[src/rtl/ff_bank.sv]
// rtl/ff_bank.sv - multi-channel configurable state-bit flip-flop bank
//
// WIDTH independent channels, each a set-dominant SR, reset-dominant SR,
// JK or D-with-enable flop depending on the shared mode input.
//
// Ports:
//   clk      rising-edge clock
//   rst      asynchronous active-high reset
//   en       global enable for the state update
//   mode     0 SR set-dom, 1 SR reset-dom, 2 JK, 3 D/enable
//   in1      per-channel set / J / D
//   in2      per-channel reset / K / load-enable
//   out      registered channel state
//   out_chg  one-cycle pulse per channel when out changed at the last edge
//   any_chg  OR of out_chg, registered together with it
module ff_bank #(
  parameter int               WIDTH       = 4,
  parameter int               SYNC_STAGES = 0,
  parameter logic [WIDTH-1:0] RESET_VAL   = '0
) (
  input  logic             clk,
  input  logic             rst,
  input  logic             en,
  input  logic [1:0]       mode,
  input  logic [WIDTH-1:0] in1,
  input  logic [WIDTH-1:0] in2,
  output logic [WIDTH-1:0] out,
  output logic [WIDTH-1:0] out_chg,
  output logic             any_chg
);

  localparam logic [1:0] MODE_SR_SET = 2'd0;
  localparam logic [1:0] MODE_SR_RST = 2'd1;
  localparam logic [1:0] MODE_JK     = 2'd2;
  localparam logic [1:0] MODE_D      = 2'd3;

  logic [WIDTH-1:0] s1;
  logic [WIDTH-1:0] s2;
  logic [WIDTH-1:0] nxt;

  // Input synchroniser chains; they shift every edge, independent of en.
  generate
    if (SYNC_STAGES == 0) begin : g_direct
      assign s1 = in1;
      assign s2 = in2;
    end else begin : g_sync
      logic [WIDTH-1:0] st1 [SYNC_STAGES];
      logic [WIDTH-1:0] st2 [SYNC_STAGES];

      always_ff @(posedge clk or posedge rst) begin
        if (rst) begin
          for (int i = 0; i < SYNC_STAGES; i++) begin
            st1[i] <= '0;
            st2[i] <= '0;
          end
        end else begin
          st1[0] <= in1;
          st2[0] <= in2;
          for (int i = 1; i < SYNC_STAGES; i++) begin
            st1[i] <= st1[i-1];
            st2[i] <= st2[i-1];
          end
        end
      end

      assign s1 = st1[SYNC_STAGES-1];
      assign s2 = st2[SYNC_STAGES-1];
    end
  endgenerate

  // Bitwise next-state equations; every channel evaluates independently.
  always_comb begin
    nxt = out;
    if (en) begin
      case (mode)
        MODE_SR_SET: nxt = s1 | (out & ~s2);
        MODE_SR_RST: nxt = ~s2 & (s1 | out);
        MODE_JK:     nxt = (s1 & ~out) | (~s2 & out);
        MODE_D:      nxt = (s2 & s1) | (~s2 & out);
        default:     nxt = out;
      endcase
    end
  end

  // Change flags are computed from the pending update so they line up
  // with the cycle in which the new value is visible on out.
  always_ff @(posedge clk or posedge rst) begin
    if (rst) begin
      out     <= RESET_VAL;
      out_chg <= '0;
      any_chg <= 1'b0;
    end else begin
      out     <= nxt;
      out_chg <= nxt ^ out;
      any_chg <= |(nxt ^ out);
    end
  end

endmodule

[config.mk]
export PLATFORM = sky130hd
export DESIGN_NAME = ff_bank
export DESIGN_NICKNAME = d
export VERILOG_FILES = /design/src/rtl/ff_bank.sv
export SDC_FILE = /design/constraint.sdc
export NUM_CORES = 1
export LEC_CHECK = 0
export BUFFER_PORTS_ARGS = -buffer_cell sky130_fd_sc_hd__buf_2
export CAP_MARGIN = 15
export CELL_PAD_IN_SITES_DETAIL_PLACEMENT = 1
export CELL_PAD_IN_SITES_GLOBAL_PLACEMENT = 1
export CORE_MARGIN = 2
export CORE_UTILIZATION = 33
export DETAILED_ROUTE_END_ITERATION = 10
export MAX_ROUTING_LAYER = met4
export PLACE_DENSITY = 0.72
export SYNTH_ARGS = -nofsm -noshare
export SYNTH_HDL_FRONTEND = slang
export SYNTH_SLANG_ARGS = --single-unit
[constraint.sdc]
create_clock -name clk -period 2 [get_ports clk]
set_clock_uncertainty 0.1 [all_clocks]
set_input_delay 0 -clock clk [delete_from_list [all_inputs] [get_ports clk]]
set_output_delay 0 -clock clk [all_outputs]
set_load 0.01 [all_outputs]
# == Yosys cells after proc, flatten, opt, wreduce, memory -nomap -nowiden ==
# Cells that the tools add are included.
# op_classes
n_addsub,0
mul,0
n_div,0
magnitude_cmp,0
eq_ne,3
n_shift,0
n_mux,2
n_bitwise,11
n_reduce_logical,2
# op_table
operator,n
$and 4x4->4,4
$or 4x4->4,4
$pmux 4 s4,1
$not 4->4,2
$eq 2x2->1 const B,2
$mux 4,1
$reduce_or 4->1,1
$xor 4x4->4,1
$eq 2x1->1 const B,1
$logic_not 2->1,1
# totals
reg_bits,9
latchBits,0
ram_bits,0
romBits,0
inputBits,13
out_inout_bits,9
elab_cells,21
mem_count,0

# == Depth between registers and ports, before layout ==
# Gate-level depths: netlist of the first run.
# logic_depth
depth_word,7
depth_mapped,6
depth_no_buf,4

# == Least setup slack after synthesis of the first run ==
# OpenSTA, ideal clock, no wires.
# synth_timing
path_kind,register to register
startpoint,register out[3]
endpoint,register any_chg
setup_ps,138
arrival_time_ps,1410
t_required_ps,1762
slack_ps,351
path_stages_with_launch,5
synth_period_minus_slack_ps,1649
cell_sequence,dfrtp_1 > mux2_2 > o211ai_2 > a31oi_1 > or4_1
# synth_between
elab_chain_cells,7
elab_cells_between_ends,12
cone_classes,mux (2); bitwise (9); reduce/logical (1)
# synth_lines
element,line_no,rtl
start: declaration,27,"output logic [WIDTH-1:0] out,"
start signal: assignment,93,out <= nxt;
$not 4->4,78,MODE_JK: nxt = (s1 & ~out) | (~s2 & out);
$and 4x4->4,78,
$or 4x4->4,78,
$pmux 4 s4,75,case (mode)
$mux 4,74,if (en) begin
$xor 4x4->4 (*),95,any_chg <= |(nxt ^ out);
$reduce_or 4->1 (*),95,
end signal: assignment,95,
end: declaration,29,output logic any_chg
# Mark *: on every way between the ends. The rest lies on a longest branch, timed or not.

# == Worst setup path after layout of the first run ==
# layout_timing
startpoint,register out[3]
endpoint,register out_chg[3]
# layout_between
elab_chain_cells,6
elab_cells_between_ends,11
cone_classes,mux (2); bitwise (9)
# layout_lines
element,line_no,rtl
$not 4->4,78,
$and 4x4->4,78,
$or 4x4->4,78,
$pmux 4 s4,75,
$mux 4,74,
$xor 4x4->4 (*),94,out_chg <= nxt ^ out;
end signal: assignment,94,
end: declaration,28,"output logic [WIDTH-1:0] out_chg,"
# Marked as above.

==> results by group, run 1 <==
Run status
  – Status: finished, final reports clean

Die
  – IO Count: 22
  – Row count: 15
  – Die ar.: 2227 sq um
  – Initial cell density of the core: 35.27%
  – Die Height: 47.19 microns
  – Die Span X: 47.19 microns
  – Core area: 1745 sq um

Routing
  – DRT iter0 DRCs: 11
  – TritonRoute pass-1 iters: 4
  – Final ANT Viol Nets: 0
  – Residual DRC: 0
  – Wire per inst: 14.47 microns
  – Routed vias/inst: 5.287
  – Vias: 682
  – Final wirelength: 1866 microns

Layout
  – Synthesis-to-finish area growth: 35.98%
  – Most frequent cells in the layout: 21 x buf_2, 13 x nand2_1, 11 x a21oi_1, 9 x dfrtp_1, 9 x dlygate4sd3_1
  – Diode count: 0
  – Final core occ: 47.96%
  – Fillers: 226
  – Layout cells sized above 1: 27.88%
  – Nets@finish: 118
  – Most common cell after layout, fill and taps aside: buf_2

Min path
  – Hold Path Depth: 2
  – HP Start: mode[0]
  – Worst Hold End: out[1]
  – Min-delay worst type: input pin to flip-flop

Clocking
  – Post-CTS setup buffers: 0
  – Post-CTS Resized: 0
  – Reg clk slew, reported paths: 60 ps
  – Worst-Skew Late Latency: 260 ps
  – CTS Buf Count: 3
  – Clk buf depth: 2
  – H-tree Lvls: 1
  – Sink Count: 9
  – Root Buffer: clkbuf_4
  – Clock tree from TritonCTS: built

Synth
  – Post-Syn Nets: 87
  – Ys flop type: dfrtp_1
  – Fraction of registers with async set/reset: 100.0%
  – Number of synthesized register bits: 9
  – Synth cell types: 22
  – Post-synthesis sequential area ratio: 36.59%
  – Mapped cell area: 615.6 sq um
  – Synthesis Warnings: 0
  – Post-synth EDFFs: 0
  – Synth Instances: 74
  – Syn_area_per_cell: 8.319 sq um

STA
  – Setup TNS: 0 ps
  – Fin. Hold Viols: 0
  – Endpoints failing setup: 0
  – Period utilization: 87.73%
  – Fin crit period: 1755 ps
  – Final worst slack: 245.4 ps
  – Highest Clock Rate: 569.9 MHz
  – Worst-Margin Slew: 499.0 ps
  – Unrepaired setup endpoints after global routing: no
  – Rel. slew slack: 66.26%
  – Fin. max-slew vios: 0
  – WHS: 1.091 ps

Placement
  – HPWL after DPL: 1163 microns
  – # port buffers: 21
  – RePlAce Congestion: 0.8022
  – Place WS: 330.4 ps

Power and ir drop
  – Cell Pwr Density: 672.0 nW/um^2
  – Power Total: 0.5625 mW
  – Worst ir drop on vdd: 0.2722 mV
  – Static leakage: 0.3920 nW

Global routing
  – Vias in the first global route: 642
  – First-pass GRT wire length: 2932 microns
  – GRT Total Usage: 19.76%
  – Initial antenna violation count: 0
  – Total gr overflow: 0
  – Pin count of the biggest net entering global routing: 20

Job
  – Max-cap violations: 0

Critical path
  – R2R cell count: 4
  – Crit-path max FO: 7
  – Flop-to-flop setup slack: 250 ps
  – Worst r2r dst: out_chg[3]
  – CP required: 2040 ps
  – Element type at the critical path end: flip-flop
  – FF-to-FF Start: out[3]
  – Arr. time, crit path: 1800 ps
  – Worst Setup Start Kind: flip-flop
  – Critical path class: flip-flop to flip-flop
-- flip-flops by register name (all words and copies together) (netlist names) --
| signal | flops |
|---|---|
| any_chg | 1 |
| out | 4 |
| out_chg | 4 |
-- layout make-up --
type	count	area, sq um	share of cell area [%]
Inverter	4	15.01	1.794
Clock buffer	4	26.28	3.139
Tap cell	25	31.28	3.737
Sequential cell	9	225.2	26.91
Multi-Input combinational cell	57	344.1	41.11
Timing Repair Buffer	30	195.2	23.32
-- per-stage QoR --
stage / std cells / instance area [sq um]
floorplan: 74 / 615.6
global placement: 116 / 720.7
detailed placement: 116 / 720.7
CTS: 129 / 837.1
global route: 129 / 837.1
finish: 129 / 837.1
-- power breakdown --
group | internal, mW | switching, mW
sequential | 0.207 | 0.0275
combinational | 0.0901 | 0.0966
clock | 0.0769 | 0.0640
total | 0.374 | 0.188
-- Yosys cell counts, types with 2 or more instances --
master | count | share of area, %
a211oi_1 | 4 | 4.9
mux2_2 | 3 | 5.5
nand3_1 | 3 | 2.4
buf_6 | 2 | 3.7
o211ai_1 | 2 | 2.4
nand2b_1 | 4 | 4.1
inv_1 | 4 | 2.4
a21oi_1 | 11 | 8.9
a31oi_1 | 3 | 3.0
nand2_1 | 13 | 7.9
o22ai_1 | 4 | 4.1
a21o_1 | 3 | 3.7
dfrtp_1 | 9 | 37
-- worst max-delay path: stages (launching register included) --
cell and delay, ps:
dfrtp_1 460, mux2_2 370, o211ai_2 70, a31oi_1 70
dlygate4sd3_1 570
-- worst max path at each step --
stage	depth (start not counted)	startpoint	to
6_report	4	out[3]	out_chg[3]
5_1_grt	4	out[3]	out_chg[3]
4_1_cts	4	out[3]	out_chg[3]
3_5_place_dp	4	out[3]	any_chg
3_3_place_gp	4	out[3]	any_chg
2_1_floorplan	4	out[3]	any_chg
-- what timing repair did --
action                     in CTS  in global routing
hold buffers                    9                  0
setup endpoints to repair       0                  0
hold endpoints to repair       15                  0
-- cell families (layout without fill, tap and decap cells) --
family / count (synthesis) / count (layout) / synth area share [%]
DFF: 9 / 9 / 36.59
and+or+nand+nor: 26 / 26 / 21.34
buffers and inverters: 8 / 38 / 7.518
muxes: 3 / 3 / 5.487
AOI/OAI and AO/OA: 28 / 28 / 29.06
-- layer usage --
| metal | up-vias | share of wire (%) | GRT usage (%) |
|---|---|---|---|
| li1 | 332 | - | - |
| met1 | 318 | 43 | 22.73 |
| met2 | 26 | 50 | 32.33 |
| met3 | 6 | 2.9 | 2.692 |
| met4 | 0 | 3.6 | 11.67 |
| met5 | - | 0 | - |
No activity file was read; power rests on OpenSTA's default activity.
==> inputs of run 2 (changes only) <==
- CAP_MARGIN: 15 -> default
- CELL_PAD_IN_SITES_DETAIL_PLACEMENT: 1 -> default
- CELL_PAD_IN_SITES_GLOBAL_PLACEMENT: 1 -> default
- CORE_UTILIZATION: 33 -> 47
- PLACE_DENSITY: 0.72 -> 0.73
==> run 2 against run 1 <==
Net effect:
- combinational power increased by 3%
- setup slack improved by 24 ps
- cell area increased by 3.3%
- total power increased by 0.30%
- sequential power about the same
- largest power group unchanged
- highest routed layer unchanged
==> results by group, run 2 (synthesis results as in run 1) <==
Run status
  – Status: finished, final reports clean

Critical path
  – CP delay by family, top: buffers and inverters
  – Crit-path max cell delay: 570 ps (about the same)
  – Worst Setup Start Kind: flip-flop
  – CP required: 2040 ps (about the same)
  – Slowest CP cell: dlygate4sd3_1
  – Critical path class: flip-flop to flip-flop
  – Element type at the critical path end: flip-flop
  – Worst path depth: 4 (unchanged)
  – R2R cell count: 4 (unchanged)
  – Buf+Inv Stages, Crit Path: 1 (unchanged)
  – Crit-path max FO: 7 (unchanged)
  – Arr. time, crit path: 1770 ps (-30 ps)
  – Critical path, cell by cell: mux2_2 -> o211ai_2 -> a31oi_1 -> dlygate4sd3_1

STA
  – Fin crit period: 1730 ps (-24.17 ps)
  – Unrepaired setup endpoints after global routing: no
  – Highest Clock Rate: 577.9 MHz (+1.4%)
  – Setup TNS: 0 ps (unchanged)
  – Worst-Margin Slew: 442.9 ps (-56.13 ps)
  – Fin. max-slew vios: 0 (unchanged)
  – Fin. Hold Viols: 0 (unchanged)
  – Period utilization: 86.52% (-1.2 points)
  – Rel. slew slack: 70.06% (+3.8 points)
  – Endpoints failing setup: 0 (unchanged)

Layout
  – Top Registers: out x4, out_chg x4, any_chg x1
  – Fillers: 102 (-55%)
  – Synthesis-to-finish area growth: 40.45%
  – Layout cells sized above 1: 26.85% (-1.0 points)
  – Most frequent cells in the layout: 21 x buf_2, 13 x nand2_1, 13 x dlygate4sd3_1, 11 x a21oi_1, 9 x dfrtp_1
  – Most common cell after layout, fill and taps aside: buf_2
  – Nets@finish: 122 (+3.4%)
  – Diode count: 0 (unchanged)
  – Final std cells w/o fill: 123 (-4.7%)

Min path
  – Hold Path Depth: 2 (unchanged)
  – Min-delay worst type: input pin to flip-flop

Routing
  – Routed vias/inst: 5.472 (+3.5%)
  – Wire per inst: 12.24 microns (-15%)
  – Final wirelength: 1506 microns (-19%)
  – DRT iter0 DRCs: 26 (+15)
  – Final ANT Viol Nets: 0 (unchanged)
  – Residual DRC: 0 (unchanged)
  – TritonRoute pass-1 iters: 4 (unchanged)
  – Vias: 673 (-1.3%)

Power and ir drop
  – Static leakage: 0.4095 nW (+4.5%)
  – Cell Pwr Density: 652.5 nW/um^2 (-2.9%)
  – Worst ir drop on vdd: 0.3876 mV (+42%)

Placement
  – # port buffers: 21 (unchanged)
  – RePlAce Congestion: 0.7151 (-11%)
  – Placed Cells: 106 (-8.6%)
  – HPWL after DPL: 1050 microns (-9.7%)

Clocking
  – Clock tree from TritonCTS: built
  – CTS Buf Count: 3 (unchanged)
  – Sink Count: 9 (unchanged)
  – Clk buf depth: 2 (unchanged)
  – Reg clk slew, reported paths: 60 ps (about the same)
  – H-tree Lvls: 1 (unchanged)
  – Root Buffer: clkbuf_4
  – Worst-Skew Late Latency: 260 ps (about the same)

Die
  – Core area: 1269 sq um (-27%)
  – Die Span X: 40.19 microns (-15%)
  – IO Count: 22 (unchanged)
  – Die ar.: 1615 sq um (-27%)
  – Initial cell density of the core: 48.52% (+13 points)
  – Row count: 13 (-2)
  – Die Height: 40.19 microns (-15%)

Global routing
  – Initial antenna violation count: 0 (unchanged)
  – Vias in the first global route: 575 (-10%)
  – First-pass GRT wire length: 2415 microns (-18%)
  – Pin count of the biggest net entering global routing: 20 (unchanged)
  – GRT Total Usage: 23.17% (+3.4 points)
  – Total gr overflow: 0 (unchanged)

Job
  – Max-cap violations: 0 (unchanged)
==> run 2: worst paths after layout <==
kind,from,end,slack (ps)
setup / recovery,out[3],out_chg[3],270
hold / removal,mode[0],out[0],5
setup reg to reg,out[3],out_chg[3],270
hold reg to reg,out[0],out[0],570
max in group asynchronous,rst,out_chg[2],1400
min in group asynchronous,rst,out[0],140
==> run 2: worst reg2reg max path: stages, from the launching register on <==
cell	delay [ps]
dfrtp_1	430
mux2_2	370
o211ai_2	80
a31oi_1	60
dlygate4sd3_1	570
==> run 2: layout make-up <==
type,count,area [sq um],area share (%)
tap,15,18.77,2.171
inverter,4,15.01,1.737
sequential,9,225.2,26.05
clock buffer,4,26.28,3.039
multi-input combinational,57,344.1,39.80
timing repair buffer,34,235.2,27.21
==> run 2: stage by stage <==
step	cell area, sq um	total power, mW	hold slack, ps	util [%]	setup WS, ps
3_3_place_gp	708.2	0.3917	-127.7	55.82	374.4
3_5_place_dp	708.2	0.3982	-119.9	55.82	305.1
2_1_floorplan	615.6	0.3402	-272.1	-	351.5
5_1_grt	864.6	0.6083	11.57	68.15	213.5
6_report	864.6	0.5642	4.639	68.15	269.6
4_1_cts	864.6	0.5685	0.06478	68.15	267.0
==> run 2: power breakdown <==
part / total [mW] / internal, mW / switching [mW]
clock: 0.139 / 0.0768 / 0.0619
combinational: 0.192 / 0.101 / 0.0912
sequential: 0.233 / 0.208 / 0.0258
==> run 2: per-layer routing <==
metal	share of wire, %	global-route usage [%]	vias up
met5	0	-	-
met4	1.1	7.500	0
met3	5.0	6.667	2
met2	53	38.31	19
met1	41	26.85	311
li1	-	-	341
==> run 2: what timing repair did <==
| item | CTS | global route |
|---|---|---|
| endpoints found under the hold margin | 17 | 0 |
| hold buffers | 13 | 0 |
| setup buffers | 0 | 0 |
| gates resized for setup | 0 | 0 |
